### src/rtl/aoi_stimulus_generator.sv
// Clocked stimulus source for the four-input AOI gate: sweeps all 16 {a,b,c,d}
// vectors in binary or Gray order with programmable per-vector hold and sweep repeats.
module aoi_stimulus_generator #(
    parameter int HOLD_W = 8,
    parameter int REP_W  = 4
) (
    input  logic              clk,
    input  logic              rst,
    input  logic              start,
    input  logic              stop,
    input  logic [HOLD_W-1:0] hold_cycles,
    input  logic [REP_W-1:0]  reps,
    input  logic              gray_en,
    output logic              a,
    output logic              b,
    output logic              c,
    output logic              d,
    output logic [3:0]        vec_idx,
    output logic              vec_valid,
    output logic              busy,
    output logic              done
);

    typedef enum logic [1:0] {
        ST_IDLE = 2'd0,
        ST_RUN  = 2'd1,
        ST_DONE = 2'd2
    } state_e;

    state_e             state_q, state_d;
    logic [HOLD_W-1:0]  hold_cnt_q, hold_cnt_d;
    logic [REP_W-1:0]   rep_cnt_q, rep_cnt_d;
    logic [3:0]         idx_q, idx_d;
    // Terminal counts are stored as max(x,1)-1 so the compare needs no zero special case.
    logic [HOLD_W-1:0]  hold_max_q, hold_max_d;
    logic [REP_W-1:0]   rep_max_q, rep_max_d;
    logic               gray_q, gray_d;
    logic [3:0]         vec_q, vec_d;
    logic               valid_q, valid_d;
    logic               busy_q, busy_d;
    logic               done_q, done_d;

    function automatic logic [3:0] map_vec(input logic [3:0] idx, input logic gray);
        map_vec = gray ? (idx ^ {1'b0, idx[3:1]}) : idx;
    endfunction

    // Next-state, counter and registered-output computation.
    always_comb begin
        state_d    = state_q;
        hold_cnt_d = hold_cnt_q;
        rep_cnt_d  = rep_cnt_q;
        idx_d      = idx_q;
        hold_max_d = hold_max_q;
        rep_max_d  = rep_max_q;
        gray_d     = gray_q;

        case (state_q)
            ST_IDLE: begin
                hold_cnt_d = {HOLD_W{1'b0}};
                rep_cnt_d  = {REP_W{1'b0}};
                idx_d      = 4'd0;
                if (stop) begin
                    state_d = ST_IDLE;
                end else if (start) begin
                    state_d    = ST_RUN;
                    hold_max_d = (hold_cycles == {HOLD_W{1'b0}}) ? {HOLD_W{1'b0}}
                                                                 : hold_cycles - HOLD_W'(1);
                    rep_max_d  = (reps == {REP_W{1'b0}}) ? {REP_W{1'b0}}
                                                         : reps - REP_W'(1);
                    gray_d     = gray_en;
                end else begin
                    state_d = ST_IDLE;
                end
            end
            ST_RUN: begin
                if (stop) begin
                    state_d    = ST_IDLE;
                    hold_cnt_d = {HOLD_W{1'b0}};
                    rep_cnt_d  = {REP_W{1'b0}};
                    idx_d      = 4'd0;
                end else if (hold_cnt_q == hold_max_q) begin
                    hold_cnt_d = {HOLD_W{1'b0}};
                    if (idx_q == 4'd15) begin
                        idx_d = 4'd0;
                        if (rep_cnt_q == rep_max_q) begin
                            state_d   = ST_DONE;
                            rep_cnt_d = {REP_W{1'b0}};
                        end else begin
                            rep_cnt_d = rep_cnt_q + REP_W'(1);
                        end
                    end else begin
                        idx_d = idx_q + 4'd1;
                    end
                end else begin
                    hold_cnt_d = hold_cnt_q + HOLD_W'(1);
                end
            end
            ST_DONE: begin
                state_d    = ST_IDLE;
                hold_cnt_d = {HOLD_W{1'b0}};
                rep_cnt_d  = {REP_W{1'b0}};
                idx_d      = 4'd0;
            end
            default: begin
                state_d    = ST_IDLE;
                hold_cnt_d = {HOLD_W{1'b0}};
                rep_cnt_d  = {REP_W{1'b0}};
                idx_d      = 4'd0;
            end
        endcase

        vec_d   = (state_d == ST_RUN) ? map_vec(idx_d, gray_d) : 4'd0;
        valid_d = (state_d == ST_RUN);
        busy_d  = (state_d == ST_RUN);
        done_d  = (state_d == ST_DONE);
    end

    // State, counter, configuration and output registers.
    always_ff @(posedge clk or posedge rst) begin
        if (rst) begin
            state_q    <= ST_IDLE;
            hold_cnt_q <= {HOLD_W{1'b0}};
            rep_cnt_q  <= {REP_W{1'b0}};
            idx_q      <= 4'd0;
            hold_max_q <= {HOLD_W{1'b0}};
            rep_max_q  <= {REP_W{1'b0}};
            gray_q     <= 1'b0;
            vec_q      <= 4'd0;
            valid_q    <= 1'b0;
            busy_q     <= 1'b0;
            done_q     <= 1'b0;
        end else begin
            state_q    <= state_d;
            hold_cnt_q <= hold_cnt_d;
            rep_cnt_q  <= rep_cnt_d;
            idx_q      <= idx_d;
            hold_max_q <= hold_max_d;
            rep_max_q  <= rep_max_d;
            gray_q     <= gray_d;
            vec_q      <= vec_d;
            valid_q    <= valid_d;
            busy_q     <= busy_d;
            done_q     <= done_d;
        end
    end

    assign a         = vec_q[3];
    assign b         = vec_q[2];
    assign c         = vec_q[1];
    assign d         = vec_q[0];
    assign vec_idx   = idx_q;
    assign vec_valid = valid_q;
    assign busy      = busy_q;
    assign done      = done_q;

endmodule

### config.mk
export PLATFORM = sky130hd
export DESIGN_NAME = aoi_stimulus_generator
export DESIGN_NICKNAME = d
export VERILOG_FILES = /design/src/rtl/aoi_stimulus_generator.sv
export SDC_FILE = /design/constraint.sdc
export NUM_CORES = 1
export LEC_CHECK = 0
export CAP_MARGIN = 20
export CORE_UTILIZATION = 39
export DETAILED_ROUTE_END_ITERATION = 8
export MAX_ROUTING_LAYER = met4
export PLACE_DENSITY = 0.62
export SETUP_SLACK_MARGIN = 0.05
export SLEW_MARGIN = 10
export SYNTH_ARGS = -nofsm -noshare
export SYNTH_HDL_FRONTEND = slang
export SYNTH_SLANG_ARGS = --single-unit
### constraint.sdc
create_clock -name clk -period 2.79 [get_ports clk]
set_input_delay 0.558 -clock clk [delete_from_list [all_inputs] [get_ports clk]]
set_output_delay 0.558 -clock clk [all_outputs]
set_load 0.02 [all_outputs]
==> summary.txt <==
CTS
  – CTS tree: built
  – CTS Sinks: 37
  – H-tree depth: 2
  – Reg clk slew, reported paths: 0.07 ns
  – Max clock buf depth: 2
  – Post-CTS Hold Buffers: 0
  – TritonCTS Buffers: 5
  – Root Driver: clkbuf_8
  – Count of cells resized by post-cts repair: 0
  – Clock latency on the worst-skew pair: 0.28 ns
  – # Post-CTS Setup Buffers: 0

Drt
  – 1st-iter DRT viols: 62
  – DRT antenna net count: 0
  – Via-to-Cell Ratio: 4.99
  – Avg WL per Cell: 12.3 µm
  – TritonRoute pass-1 iters: 6
  – Routed wire length: 3.40 mm
  – DRC: 4
  – Via count: 1,383

Worst setup path
  – End of the critical path: hold_max_q[6]
  – R2r setup slk: 0.71 ns
  – Worst Path Max Fanout: 3
  – Worst Path Class, Setup: input pin to flop
  – Worst path arrival time: 2.31 ns
  – Required @ worst endpoint: 2.99 ns
  – Worst Setup SP: hold_cycles[0]
  – Startpoint Class: input pin
  – CP endpoint kind: flop
  – Reg2Reg Depth: 7
  – Launch point of the worst reg-to-reg path: hold_cnt_q[1]
  – R2r endpoint: vec_q[1]

Floorplan
  – Starting Density: 0.417
  – Die X: 71.2 µm
  – Num rows: 24
  – Die height: 71.2 µm
  – I/O Pins: 28
  – Core Box Area: 4470 µm²
  – Die ar.: 5060 µm²

Synth
  – Sequential fraction of the synthesis area: 0.496
  – Post-synthesis area per instance: 9.92 µm²
  – Post-synth cell types: 38
  – Synth Cell Area: 1870 µm²
  – Yosys reg bits: 37
  – Synth Net Count: 209
  – Syn Inst Count: 188
  – Synth warn: 0

Pwr
  – PD cells: 496 nW/µm²
  – Max rail drop VDD: 0.211 mV
  – Leak: 0.00105 µW

Place
  – Placed cells: 269
  – Port-buffer cells: 27
  – Hpwl dp: 2.57 mm
  – Setup Slack @ Placement: 0.373 ns
  – RD Place Congestion: 0.748

Run
  – Max-cap violations: 0

STA
  – Final min period: 2.11 ns
  – Max Clock Skew: 0.00289 ns
  – Setup violators final: 0
  – TNS Setup: 0 ns
  – Pins Over Slew Limit: 0
  – Fmax achieved: 474 MHz
  – Worst Tran Pin Value: 0.617 ns
  – Slew headroom: 0.583
  – Final Hold Fails: 0
  – Final Cycle Share: 0.757
  – RSZ-0062 raised after global routing: no
  – Worst setup margin: 0.679 ns
  – Final hold slack: 0.497 ns

Global route
  – Antenna violations before repair: 0
  – Largest net degree at the start of global routing: 38
  – GRT Total Usage: 0.158
  – First-pass GRT wire length: 6.02 mm
  – Vias in the first global route: 1,344
  – Total grt overflow: 0

Final layout
  – Most frequent cells in the layout: dfrtp_1, clkdlybuf4s50_1, nor2_1, xor2_1, nand2_1
  – Fillers: 430
  – Multi-input logic area: 902 µm²
  – Layout overhead on the synthesized area: 23.8%
  – Ant. Diodes: 0
  – Final std cells w/o fill: 277
  – Most common cell after layout, fill and taps aside: dfrtp_1
  – Share of cells above drive strength 1: 0.0933
  – Net count, final: 245
  – Register area: 926 µm²

Hold path
  – HP Class: flop to flop

Outcome
  – Failing checks: DRC
  – Status: complete, but fails checks
## metrics by stage
stage,instance area [µm²],total power (µW),util
after floorplan,1870,734,-
after global placement,2230,810,0.498
after CTS,2310,1170,0.516
final,2310,1150,0.516
after detailed placement,2230,814,0.498
after global routing,2310,1210,0.516
## layout make-up
| cell class | instances | area share |
|---|---|---|
| inverter | 5 | 0.00813 |
| tap | 52 | 0.0282 |
| sequential | 37 | 0.401 |
| timing repair buffer | 33 | 0.137 |
| clock inverter | 2 | 0.00433 |
| multi-input combinational | 142 | 0.391 |
| clock buffer | 6 | 0.0314 |
## logic make-up after synthesis
group	count (synthesis)	synth area share
AO/OA/AOI/OAI	31	0.106
flip-flops	37	0.496
buffers and inverters	9	0.0201
adder cells (fa/ha/maj)	4	0.0268
AND/OR/NAND/NOR	80	0.220
XOR/XNOR	25	0.117
multiplexers	2	0.0134
## Yosys cell counts (all sizes together)
library cell  number  area [µm²]
clkbuf             3        11.3
or3                1        6.26
a21oi              5        25.0
xor2              21         184
nand2b             1        6.26
xnor2              4        35.0
mux2i              1        10.0
a21boi             1        7.51
and2               5        33.8
o21ai             13        65.1
mux2               1        15.0
or3b               2        17.5
nand3b             2        15.0
a41oi              1        8.76
or4b               1        10.0
o2111ai            1        8.76
nor2              24        90.1
ha                 4        50.1
nand3              8        40.0
nor2b              1        6.26
a21o               1        7.51
nor4               3        37.5
nor4b              1        8.76
a31oi              3        18.8
a211o              1        8.76
o41ai              1        16.3
o31ai              2        15.0
o311ai             1        8.76
nand2             20        75.1
and3               4        25.0
o211ai             1        7.51
nor3               6        30.0
inv                5        18.8
and4               1        8.76
buf                1        7.51
dfrtp             37         926
## state kept, by name (all words and copies together) (netlist names)
name        count
hold_cnt_q      8
hold_max_q      8
rep_cnt_q       4
rep_max_q       4
vec_idx         4
vec_q           4
state_q         2
busy            1
done            1
gray_q          1
## critical path, cell delays in order
cell	delay [ns]
clkdlybuf4s50_1	0.44
inv_1	0.07
ha_1	0.18
nand2_1	0.08
or3_1	0.34
or3b_2	0.47
a31oi_1	0.17
## per-layer routing
metal | part of all wire | GRT usage | vias to the layer above
met5 | 0 | - | -
li1 | - | - | 724
met4 | 0.015 | 0.0600 | 0
met1 | 0.49 | 0.202 | 624
met2 | 0.46 | 0.241 | 31
met3 | 0.033 | 0.0399 | 4
## report_power, final
group	switching, µW	internal (µW)
Clock	174	173
Sequential	29.7	579
Combinational	102	88.2
## worst min path at each step
stage / cells after the start / end / startpoint
floorplan: 2 / rep_max_q[3] / rep_max_q[3]
finish: 2 / hold_max_q[4] / hold_max_q[4]
global route: 2 / hold_max_q[4] / hold_max_q[4]
detailed placement: 2 / rep_max_q[3] / rep_max_q[3]
CTS: 2 / rep_max_q[3] / rep_max_q[3]
global placement: 2 / rep_max_q[3] / rep_max_q[3]
(Power assumes the default switching activity.)
